### config.mk
export PLATFORM = sky130hd
export DESIGN_NAME = network_interface_flat
export DESIGN_NICKNAME = d
export VERILOG_FILES = /design/src/rtl/network_interface_pkg.sv /design/src/rtl/network_interface_if.sv /design/src/rtl/network_interface_fifo.sv /design/src/rtl/network_interface.sv /design/src/flat_wrapper.sv
export SDC_FILE = /design/constraint.sdc
export NUM_CORES = 1
export LEC_CHECK = 0
export BUFFER_PORTS_ARGS = -buffer_cell sky130_fd_sc_hd__buf_2
export CORE_MARGIN = 2
export CORE_UTILIZATION = 41
export DETAILED_ROUTE_END_ITERATION = 16
export SYNTH_ARGS = -nofsm -noshare
export SYNTH_HDL_FRONTEND = slang
export SYNTH_SLANG_ARGS = --single-unit
### constraint.sdc
create_clock -name i_clk -period 5.3 [get_ports i_clk]
set_clock_uncertainty 0.15 [all_clocks]
set_input_delay 0.795 -clock i_clk [delete_from_list [all_inputs] [get_ports i_clk]]
set_output_delay 0.795 -clock i_clk [all_outputs]
set_load 0.02 [all_outputs]
### src/rtl/network_interface_pkg.sv
// ============================================================================
// Module      : pa_noc (package)
// Description : Shared widths and packet layout for the mesh network interface.
// Revision    : 1.0 - initial release
// ============================================================================
`default_nettype none

package pa_noc;

    localparam int PAYLOAD_WIDTH = 8;
    localparam int COORD_WIDTH   = 2;
    localparam int PACKET_WIDTH  = PAYLOAD_WIDTH + 2*COORD_WIDTH;

    // Field order puts dstCol in the least-significant bits.
    typedef struct packed {
        logic [PAYLOAD_WIDTH-1:0] payload;
        logic [COORD_WIDTH-1:0]   dstRow;
        logic [COORD_WIDTH-1:0]   dstCol;
    } packet_t;

    function automatic packet_t fn_packPacket(
        input logic [PAYLOAD_WIDTH-1:0] payload,
        input logic [COORD_WIDTH-1:0]   dstRow,
        input logic [COORD_WIDTH-1:0]   dstCol
    );
        packet_t pkt;
        pkt.payload = payload;
        pkt.dstRow  = dstRow;
        pkt.dstCol  = dstCol;
        return pkt;
    endfunction

endpackage

`default_nettype wire

### src/rtl/network_interface_if.sv
// ============================================================================
// Module      : network_interface_if
// Description : Core-side, router-side and status signals of the network interface.
// Revision    : 1.0 - initial release
// ============================================================================
`default_nettype none

interface network_interface_if;
    import pa_noc::*;

    logic [PAYLOAD_WIDTH-1:0] i_txPayload;
    logic [COORD_WIDTH-1:0]   i_txDstRow;
    logic [COORD_WIDTH-1:0]   i_txDstCol;
    logic                     i_txValid;
    logic                     o_txReady;
    logic [PACKET_WIDTH-1:0]  o_router;
    logic                     o_routerValid;
    logic                     i_routerReady;
    logic [PACKET_WIDTH-1:0]  i_router;
    logic                     i_routerValid;
    logic                     o_routerReady;
    logic [PAYLOAD_WIDTH-1:0] o_rxPayload;
    logic                     o_rxValid;
    logic                     i_rxReady;
    logic                     o_misrouteErr;
    logic [15:0]              o_txCount;
    logic [15:0]              o_rxCount;

    modport slave (
        input  i_txPayload, i_txDstRow, i_txDstCol, i_txValid, i_routerReady,
               i_router, i_routerValid, i_rxReady,
        output o_txReady, o_router, o_routerValid, o_routerReady, o_rxPayload,
               o_rxValid, o_misrouteErr, o_txCount, o_rxCount
    );

    modport master (
        output i_txPayload, i_txDstRow, i_txDstCol, i_txValid, i_routerReady,
               i_router, i_routerValid, i_rxReady,
        input  o_txReady, o_router, o_routerValid, o_routerReady, o_rxPayload,
               o_rxValid, o_misrouteErr, o_txCount, o_rxCount
    );

endinterface

`default_nettype wire

### src/rtl/network_interface_fifo.sv
// ============================================================================
// Module      : noc_fifo
// Description : Power-of-two depth FIFO with valid/ready on both sides.
// Revision    : 1.0 - initial release
// ============================================================================
`default_nettype none

module noc_fifo #(
    parameter int WIDTH = 12,
    parameter int DEPTH = 4
) (
    input  wire logic             i_clk,
    input  wire logic             i_arst_n,
    input  wire logic [WIDTH-1:0] i_data,
    input  wire logic             i_valid,
    output logic                  o_ready,
    output logic [WIDTH-1:0]      o_data,
    output logic                  o_valid,
    input  wire logic             i_ready
);

    localparam int                c_ptrWidth = $clog2(DEPTH);
    localparam logic [c_ptrWidth:0] c_full   = (c_ptrWidth+1)'(DEPTH);

    logic [WIDTH-1:0]      mem_q [DEPTH];
    logic [c_ptrWidth-1:0] wrPtr_q, wrPtr_d;
    logic [c_ptrWidth-1:0] rdPtr_q, rdPtr_d;
    logic [c_ptrWidth:0]   count_q, count_d;
    logic                  w_push;
    logic                  w_pop;

    assign o_ready = (count_q != c_full);
    assign o_valid = (count_q != '0);
    // Head is masked while empty so stale entries never reach the output.
    assign o_data  = o_valid ? mem_q[rdPtr_q] : '0;
    assign w_push  = i_valid && o_ready;
    assign w_pop   = o_valid && i_ready;

    always_comb begin
        wrPtr_d = wrPtr_q;
        rdPtr_d = rdPtr_q;
        count_d = count_q;
        if (w_push) wrPtr_d = wrPtr_q + c_ptrWidth'(1);
        if (w_pop)  rdPtr_d = rdPtr_q + c_ptrWidth'(1);
        case ({w_push, w_pop})
            2'b10:   count_d = count_q + (c_ptrWidth+1)'(1);
            2'b01:   count_d = count_q - (c_ptrWidth+1)'(1);
            default: count_d = count_q;
        endcase
    end

    always_ff @(posedge i_clk or negedge i_arst_n) begin
        if (!i_arst_n) begin
            wrPtr_q <= '0;
            rdPtr_q <= '0;
            count_q <= '0;
        end else begin
            wrPtr_q <= wrPtr_d;
            rdPtr_q <= rdPtr_d;
            count_q <= count_d;
        end
    end

    always_ff @(posedge i_clk) begin
        if (w_push) mem_q[wrPtr_q] <= i_data;
    end

endmodule

`default_nettype wire

### src/rtl/network_interface.sv
// ============================================================================
// Module      : network_interface
// Description : Mesh NoC endpoint: buffered tx path to the router, single-stage rx path.
// Revision    : 1.0 - initial release
// ============================================================================
`default_nettype none

module network_interface
    import pa_noc::*;
#(
    parameter int                     GRID_WIDTH = 4,
    parameter logic [COORD_WIDTH-1:0] ROUTER_ROW = '0,
    parameter logic [COORD_WIDTH-1:0] ROUTER_COL = '0,
    parameter int                     TX_DEPTH   = 4
) (
    input  wire logic          i_clk,
    input  wire logic          i_arst_n,
    network_interface_if.slave bus
);

    if (TX_DEPTH < 2 || (TX_DEPTH & (TX_DEPTH - 1)) != 0) begin : g_badDepth
        $error("network_interface: TX_DEPTH must be a power of two >= 2");
    end

    if (GRID_WIDTH < 1 || GRID_WIDTH > (1 << COORD_WIDTH) ||
        int'(ROUTER_ROW) >= GRID_WIDTH || int'(ROUTER_COL) >= GRID_WIDTH) begin : g_badGrid
        $error("network_interface: router coordinates outside the mesh");
    end

    packet_t                  w_txPacket;
    packet_t                  w_rxPacket;
    logic                     w_fifoValid;
    logic                     w_routerReady;
    logic                     w_txHandshake;
    logic                     w_rxLoad;
    logic                     w_rxDrain;

    logic                     rxValid_q,   rxValid_d;
    logic [PAYLOAD_WIDTH-1:0] rxPayload_q, rxPayload_d;
    logic                     misroute_q,  misroute_d;
    logic [15:0]              txCount_q,   txCount_d;
    logic [15:0]              rxCount_q,   rxCount_d;

    assign w_txPacket = fn_packPacket(bus.i_txPayload, bus.i_txDstRow, bus.i_txDstCol);

    noc_fifo #(
        .WIDTH (PACKET_WIDTH),
        .DEPTH (TX_DEPTH)
    ) u_txFifo (
        .i_clk    (i_clk),
        .i_arst_n (i_arst_n),
        .i_data   (w_txPacket),
        .i_valid  (bus.i_txValid),
        .o_ready  (bus.o_txReady),
        .o_data   (bus.o_router),
        .o_valid  (w_fifoValid),
        .i_ready  (bus.i_routerReady)
    );

    assign bus.o_routerValid = w_fifoValid;
    assign w_txHandshake     = w_fifoValid && bus.i_routerReady;

    // The rx register may reload in the same cycle the core drains it.
    assign w_routerReady     = !rxValid_q || bus.i_rxReady;
    assign bus.o_routerReady = w_routerReady;
    assign w_rxPacket        = packet_t'(bus.i_router);
    assign w_rxLoad          = bus.i_routerValid && w_routerReady;
    assign w_rxDrain         = rxValid_q && bus.i_rxReady;

    always_comb begin
        rxValid_d   = rxValid_q;
        rxPayload_d = rxPayload_q;
        misroute_d  = misroute_q;
        rxCount_d   = rxCount_q;
        txCount_d   = txCount_q;
        if (w_txHandshake) txCount_d = txCount_q + 16'd1;
        if (w_rxDrain) begin
            rxValid_d = 1'b0;
            rxCount_d = rxCount_q + 16'd1;
        end
        if (w_rxLoad) begin
            rxValid_d   = 1'b1;
            rxPayload_d = w_rxPacket.payload;
            if (w_rxPacket.dstRow != ROUTER_ROW || w_rxPacket.dstCol != ROUTER_COL)
                misroute_d = 1'b1;
        end
    end

    always_ff @(posedge i_clk or negedge i_arst_n) begin
        if (!i_arst_n) begin
            rxValid_q   <= 1'b0;
            rxPayload_q <= '0;
            misroute_q  <= 1'b0;
            txCount_q   <= '0;
            rxCount_q   <= '0;
        end else begin
            rxValid_q   <= rxValid_d;
            rxPayload_q <= rxPayload_d;
            misroute_q  <= misroute_d;
            txCount_q   <= txCount_d;
            rxCount_q   <= rxCount_d;
        end
    end

    assign bus.o_rxValid     = rxValid_q;
    assign bus.o_rxPayload   = rxPayload_q;
    assign bus.o_misrouteErr = misroute_q;
    assign bus.o_txCount     = txCount_q;
    assign bus.o_rxCount     = rxCount_q;

endmodule

`default_nettype wire

### src/flat_wrapper.sv
// flat-port wrapper written by rule: the top's interface ports become plain ports
module network_interface_flat import pa_noc::*;
#(
    parameter int                     GRID_WIDTH = 4,
    parameter logic [COORD_WIDTH-1:0] ROUTER_ROW = '0,
    parameter logic [COORD_WIDTH-1:0] ROUTER_COL = '0,
    parameter int                     TX_DEPTH   = 4
)
  (i_clk, i_arst_n, bus_i_txPayload, bus_i_txDstRow, bus_i_txDstCol, bus_i_txValid, bus_i_routerReady, bus_i_router, bus_i_routerValid, bus_i_rxReady, bus_o_txReady, bus_o_router, bus_o_routerValid, bus_o_routerReady, bus_o_rxPayload, bus_o_rxValid, bus_o_misrouteErr, bus_o_txCount, bus_o_rxCount);
  network_interface_if bus_i ();
  input  wire logic i_clk;
  input  wire logic i_arst_n;
  input wire logic [$bits(bus_i.i_txPayload)-1:0] bus_i_txPayload;
  input wire logic [$bits(bus_i.i_txDstRow)-1:0] bus_i_txDstRow;
  input wire logic [$bits(bus_i.i_txDstCol)-1:0] bus_i_txDstCol;
  input wire logic [$bits(bus_i.i_txValid)-1:0] bus_i_txValid;
  input wire logic [$bits(bus_i.i_routerReady)-1:0] bus_i_routerReady;
  input wire logic [$bits(bus_i.i_router)-1:0] bus_i_router;
  input wire logic [$bits(bus_i.i_routerValid)-1:0] bus_i_routerValid;
  input wire logic [$bits(bus_i.i_rxReady)-1:0] bus_i_rxReady;
  output wire logic [$bits(bus_i.o_txReady)-1:0] bus_o_txReady;
  output wire logic [$bits(bus_i.o_router)-1:0] bus_o_router;
  output wire logic [$bits(bus_i.o_routerValid)-1:0] bus_o_routerValid;
  output wire logic [$bits(bus_i.o_routerReady)-1:0] bus_o_routerReady;
  output wire logic [$bits(bus_i.o_rxPayload)-1:0] bus_o_rxPayload;
  output wire logic [$bits(bus_i.o_rxValid)-1:0] bus_o_rxValid;
  output wire logic [$bits(bus_i.o_misrouteErr)-1:0] bus_o_misrouteErr;
  output wire logic [$bits(bus_i.o_txCount)-1:0] bus_o_txCount;
  output wire logic [$bits(bus_i.o_rxCount)-1:0] bus_o_rxCount;
  assign bus_i.i_txPayload = bus_i_txPayload;
  assign bus_i.i_txDstRow = bus_i_txDstRow;
  assign bus_i.i_txDstCol = bus_i_txDstCol;
  assign bus_i.i_txValid = bus_i_txValid;
  assign bus_i.i_routerReady = bus_i_routerReady;
  assign bus_i.i_router = bus_i_router;
  assign bus_i.i_routerValid = bus_i_routerValid;
  assign bus_i.i_rxReady = bus_i_rxReady;
  assign bus_o_txReady = bus_i.o_txReady;
  assign bus_o_router = bus_i.o_router;
  assign bus_o_routerValid = bus_i.o_routerValid;
  assign bus_o_routerReady = bus_i.o_routerReady;
  assign bus_o_rxPayload = bus_i.o_rxPayload;
  assign bus_o_rxValid = bus_i.o_rxValid;
  assign bus_o_misrouteErr = bus_i.o_misrouteErr;
  assign bus_o_txCount = bus_i.o_txCount;
  assign bus_o_rxCount = bus_i.o_rxCount;
  network_interface #(.GRID_WIDTH(GRID_WIDTH), .ROUTER_ROW(ROUTER_ROW), .ROUTER_COL(ROUTER_COL), .TX_DEPTH(TX_DEPTH)) u_core (.i_clk(i_clk), .i_arst_n(i_arst_n), .bus(bus_i));
endmodule
==> out/qor.csv, run 1 <==
metric,value,unit
Worst Path Buf+Inv,1,
slowest stage cell on the critical path,dfrtp_1,
Post-synth EDFFs,48,
DRT iter0 DRCs,80,
Final Hold Viols,0,
critical path's largest stage delay,0.91,ns
drc violations,0,
Worst path depth,3,
cts repair resizes,0,
# hold bufs at CTS,0,
via count of the first global-routing pass,2336,
CTS Sinks,97,
Post-Syn Area,0.00401,mm^2
Hold Crit Class,reg -> reg,
clock root cell,clkbuf_8,
Synth async-reset ratio,0.505,
register area,0.00267,mm^2
Logic pwr share,0.315,
Setup TNS,0,ns
number of fill cells,878,
n_diodes,0,
largest net degree at the start of global routing,50,
Setup-failing EPs final,0,
routed len/inst,14.5,um
Sw Share,0.346,
# Post-CTS Setup Buffers,0,
kind of critical path,reg -> out,
layout cell share with drive strength beyond 1,0.364,
detailed-route vias per instance,4.70,
total global-route track usage,0.147,
mean post-synth cell area,15.6,um^2
Leakage,2.10,nW
number of nets in the layout,390,
Inst Count DP,474,
via count,2301,
Critical Path Source,u_core.u_txFifo.rdPtr_q[0],
critical path endpoint,bus_o_router[7],
CTS tree,built,
drt first pass iters,4,
final non-filler cell area,0.00482,mm^2
unrepaired setup endpoints after global routing,no,
H-tree depth,3,
share of the synthesized area in the top cell type,0.359,
DRT antenna net count,0,
# rows,36,
area of the multi-input gates,0.00128,mm^2
biggest area consumer among synthesized cells,edfxtp_1,
Placed Area,0.00460,mm^2
die footprint,0.0106,mm^2
clk_lat worst skew,0.36,ns
Synth Flop Type,dfrtp_1,
final std cells w/o fill,490,
"count leader, synth",dfrtp_1,
CP Cell Sequence,"mux4_2, nor2b_1, buf_2",
first-pass GRT wire length,11600,um
Yosys reg bits,97,
Post-synth top cells,"dfrtp_1 (49), edfxtp_1 (48), xnor2_1 (22), nand2_1 (18), xor2_1 (14)",
Worst Tran Pin Value,0.858,ns
clk buf depth,2,
critical path required time,4.36,ns
antenna violations before repair,0,
R2R Path Start,u_core.u_txFifo.count_q[0],
CORE AREA,0.00964,mm^2
part of the Yosys area used for sequential elements,0.665,
Final Wtd Congestion,0.680,
fin. max-slew vios,0,
Max-Cap Viols,0,
CP endpoint kind,primary output,
Net Switching,0.829,mW
syn nets,295,
Routed WL,7120,um
Die Wd,103,um
CTS Buf Count,9,
Area contributors post-synth,"edfxtp_1 (36%), dfrtp_1 (31%), mux4_2 (6.7%), xnor2_1 (4.8%), xor2_1 (3.1%)",
post-synthesis cell count,257,
grt ovf,0,
Worst R2R End,u_core.u_txFifo.count_q[2],
clk slew on worst S/H paths,0.09,ns
Max-slew headroom,0.428,
cell family with most CP delay,flip-flops,
Final Cycle Share,0.584,
pwr dens,498,mW/mm^2
Internal,1.57,mW
status,finished clean,
Max VDD drop,236,uV
clock share of power,0.220,
min Tclk post-route,3.10,ns
CP Launch Type,flip-flop,
P&R area growth vs syn,20.2,%
Finished Core Util,0.500,
IO buf count,86,
Seq pwr share,0.464,
FF-to-FF setup slack,3.00,ns
Worst EP arrival,2.15,ns
"critical path fanouts, max",14,
Max Clk Rate,323,MHz
initial core utilization,0.416,
DP Wirelength,4840,um
io pins,87,
chip height,103,um
YS warnings,0,
library cells used by synthesis,31,
reg2reg path depth,10,
[state kept, by name, summed over array words and instances (netlist names)]
register                  cells
u_core.u_txFifo.count_q       3
u_core.bus.o_rxValid          1
u_core.bus.o_rxCount         16
u_core.u_txFifo.rdPtr_q       2
u_core.bus.o_rxPayload        8
u_core.u_txFifo.mem_q        48
u_core.bus.o_txCount         16
u_core.u_txFifo.wrPtr_q       2
u_core.bus.o_misrouteErr      1
[worst register-to-register path: cells and delay by family (launching register included)]
kind | cells | cell delay, ns
XOR/XNOR | 2 | 0.30
buffers and inverters | 3 | 0.26
flip-flops | 1 | 0.45
AND/OR/NAND/NOR | 3 | 0.53
adder cells (fa/ha/maj) | 2 | 0.54
[metrics by stage]
stage	hold WS, ns	worst slack [ns]	power, mW
6_report	0.323	2.20	2.40
5_1_grt	0.342	2.00	2.55
4_1_cts	0.324	2.10	2.44
3_5_place_dp	0.308	2.51	1.91
3_3_place_gp	0.306	2.56	1.88
2_1_floorplan	0.349	2.97	1.65
[layout make-up]
class                      instances  share of cell area
clock inverter                     4              0.0158
inverter                          10             0.00778
multi-input combinational        146               0.266
tap                              133              0.0345
timing repair buffer              88              0.0923
sequential                        97               0.553
clock buffer                      12              0.0301
[power groups by stage]
stage / clock, mW / combinational (mW) / sequential, mW
2_1_floorplan: 0 / 0.519 / 1.13
3_3_place_gp: 0 / 0.756 / 1.13
3_5_place_dp: 0 / 0.771 / 1.14
4_1_cts: 0.543 / 0.773 / 1.12
5_1_grt: 0.578 / 0.835 / 1.14
6_report: 0.529 / 0.757 / 1.11
[cell usage in the layout (no fill, tap or decap), types with 2 or more instances in the layout]
cell type / n
and3_1: 6
buf_2: 86
buf_4: 2
bufinv_16: 2
clkbuf_1: 2
clkbuf_8: 10
dfrtp_1: 49
edfxtp_1: 48
ha_1: 7
inv_1: 9
mux2_2: 10
mux4_2: 12
nand2_1: 18
nand2b_1: 2
nand3_1: 11
nand4_1: 5
nor2_1: 9
nor2b_1: 12
nor3_1: 4
nor4_1: 3
nor4_4: 2
xnor2_1: 22
xor2_1: 14
[worst min path at each step]
| stage | start | endpoint | slack, ns | cells after the start |
|---|---|---|---|---|
| 2_1_floorplan | i_arst_n | u_core.bus.o_misrouteErr | 0.35 | 0 |
| 3_3_place_gp | u_core.bus.o_rxCount[15] | u_core.bus.o_rxCount[15] | 0.31 | 1 |
| 3_5_place_dp | u_core.bus.o_rxCount[15] | u_core.bus.o_rxCount[15] | 0.31 | 1 |
| 4_1_cts | u_core.bus.o_rxCount[15] | u_core.bus.o_rxCount[15] | 0.32 | 1 |
| 5_1_grt | u_core.bus.o_rxCount[15] | u_core.bus.o_rxCount[15] | 0.34 | 1 |
| 6_report | u_core.bus.o_rxCount[15] | u_core.bus.o_rxCount[15] | 0.32 | 1 |
[cell families after synthesis]
logic type / Yosys count / synth area share
flops: 97 / 0.665
simple gates: 77 / 0.110
xor+xnor: 36 / 0.0786
mux: 23 / 0.0979
buf+inv: 14 / 0.0147
fa+ha+maj: 8 / 0.0268
compound gates: 2 / 0.00717
[routing by layer]
layer	up-vias	routed length, um	share of wire	GRT usage
met4	0	124	0.017	0.0729
met3	9	406	0.057	0.0393
met5	-	0	0	0
li1	1113	-	-	-
met2	66	3280	0.46	0.226
met1	1113	3300	0.46	0.194
Power figures use the tool's default switching activity.
==> run 2: changes to the inputs <==
==> constraint.sdc (replaced) <==
create_clock -name i_clk -period 2.85 [get_ports i_clk]
set_clock_uncertainty 0.15 [all_clocks]
set_input_delay 0.4275 -clock i_clk [delete_from_list [all_inputs] [get_ports i_clk]]
set_output_delay 0.4275 -clock i_clk [all_outputs]
set_load 0.02 [all_outputs]
==> out/qor.csv, run 2 (synthesis gave the netlist of run 1 again) <==
metric,value,unit,change
Final Hold Viols,0,,unchanged
Final Wtd Congestion,0.692,,+1.7%
IO buf count,86,,unchanged
n_diodes,0,,unchanged
CP endpoint kind,primary output,,
clk buf depth,2,,unchanged
CTS tree,built,,
DRT antenna net count,0,,unchanged
Routed WL,6980,um,-1.9%
pwr dens,908,mW/mm^2,+82%
clock root cell,clkbuf_8,,
Max VDD drop,374,uV,+58%
clk_lat worst skew,0.35,ns,about the same
cts repair resizes,0,,unchanged
Placed Area,0.00462,mm^2,+0.33%
drt first pass iters,4,,unchanged
# Post-CTS Setup Buffers,0,,unchanged
total global-route track usage,0.141,,-0.00639
die footprint,0.0106,mm^2,unchanged
CTS Sinks,97,,unchanged
Inst Count DP,476,,+0.42%
first-pass GRT wire length,11100,um,-4.5%
number of nets in the layout,392,,+0.51%
Critical Path Source,u_core.u_txFifo.rdPtr_q[1],,
Max Clk Rate,416,MHz,
routed len/inst,14.2,um,-2.3%
Seq pwr share,0.462,,-0.002
CP Cell Sequence,"mux4_2, nor2b_1, buf_2",,
"commonest non-fill, non-tap cell in the layout",buf_2,,
clk slew on worst S/H paths,0.09,ns,about the same
via count of the first global-routing pass,2243,,-4.0%
slowest stage cell on the critical path,dfrtp_1,,
unrepaired setup endpoints after global routing,no,,
final std cells w/o fill,492,,+0.41%
P&R area growth vs syn,19.8,%,
final non-filler cell area,0.00481,mm^2,-0.34%
io pins,87,,unchanged
Worst EP arrival,1.83,ns,-0.32 ns
grt ovf,0,,unchanged
critical path's largest stage delay,0.76,ns,-0.15 ns
via count,2330,,+1.3%
initial core utilization,0.416,,unchanged
CORE AREA,0.00964,mm^2,unchanged
Net Switching,1.53,mW,+85%
FF-to-FF setup slack,0.57,ns,-2.43 ns
detailed-route vias per instance,4.74,,+0.85%
# rows,36,,unchanged
Sw Share,0.351,,+0.00578
clock share of power,0.198,,-0.022
fin. max-slew vios,0,,unchanged
chip height,103,um,unchanged
Max-Cap Viols,0,,unchanged
kind of critical path,reg -> out,,
number of fill cells,879,,+0.11%
Leakage,2.09,nW,-0.31%
Die Wd,103,um,unchanged
Max-slew headroom,0.549,,+0.121
max reg flops,48,,unchanged
layout cell share with drive strength beyond 1,0.365,,+0.000757
antenna violations before repair,0,,unchanged
drc violations,0,,unchanged
CTS Buf Count,9,,unchanged
Setup TNS,0,ns,unchanged
"commonest cells after routing, fill and taps aside","buf_2 (86), dfrtp_1 (49), edfxtp_1 (48)",,
Worst Tran Pin Value,0.676,ns,-0.181 ns
Hold Crit Class,in -> async,,
Setup-failing EPs final,0,,unchanged
DP Wirelength,4760,um,-1.6%
DRT iter0 DRCs,64,,-20%
Final Cycle Share,0.843,,
CP Launch Type,flip-flop,,
Logic pwr share,0.341,,+0.026
R2R Path Start,u_core.u_txFifo.count_q[0],,
Largest Register,u_core.u_txFifo.mem_q,,
# hold bufs at CTS,0,,unchanged
critical path required time,2.27,ns,-2.09 ns
WHS,0.0159,ns,-0.307 ns
largest net degree at the start of global routing,50,,unchanged
"critical path fanouts, max",13,,-1
min Tclk post-route,2.40,ns,
H-tree depth,3,,unchanged
Internal,2.83,mW,+80%
status,finished clean,,
## run 2: changes by cell type in the layout (fill, tap and decap cells not counted)
cell | before | now
clkinv_4 | 0 | 1
bufinv_16 | 2 | 1
buf_4 | 2 | 4
clkbuf_1 | 2 | 3
clkbuf_8 | 10 | 9
## run 2: final cells by class
cell class,count,area (um^2),share of cell area
clock inverters,4,55.1,0.0115
multi-input cells,146,1280,0.267
flip-flops and latches,97,2670,0.555
well taps,133,166,0.0346
inverters,10,37.5,0.00781
repair buffers,90,460,0.0958
clock buffers,12,135,0.0281
## run 2: routing by layer
metal / track usage / share of wire / vias up
met2: 0.213 / 0.47 / 59
met1: 0.189 / 0.46 / 1149
met4: 0.0668 / 0.017 / 0
met5: 0 / 0 / -
met3: 0.0386 / 0.057 / 9
li1: - / - / 1113
## run 2: per-stage QoR
step	setup slack [ns]	power [mW]	utilization
floorplan	0.548	3.06	-
global placement	0.670	3.54	0.479
detailed placement	0.545	3.57	0.479
CTS	0.401	4.45	0.499
global route	0.303	4.66	0.499
finish	0.447	4.37	0.499
## run 2: power groups by stage
stage               clock [mW]  sequential (mW)  combinational [mW]
finish                   0.863             2.02                1.49
global route             0.956             2.06                1.64
CTS                      0.903             2.02                1.52
detailed placement           0             2.05                1.52
global placement             0             2.04                1.50
floorplan                    0             2.10               0.965
## run 2: final timing paths
kind,end,cells after the start
min in group i_clk,u_core.u_txFifo.mem_q[0][9],1
max reg2reg,u_core.u_txFifo.count_q[2],10
max,bus_o_router[9],3
min,u_core.bus.o_txCount[15],2
max in group asynchronous,u_core.u_txFifo.wrPtr_q[1],2
min reg2reg,u_core.bus.o_rxCount[15],1
## run 2: worst max-delay path, delay by kind of cell, from the launching register on
| kind | cells | cell delay (ns) |
|---|---|---|
| buf+inv | 1 | 0.16 |
| flops | 1 | 0.76 |
| mux | 1 | 0.39 |
| simple gates | 1 | 0.16 |
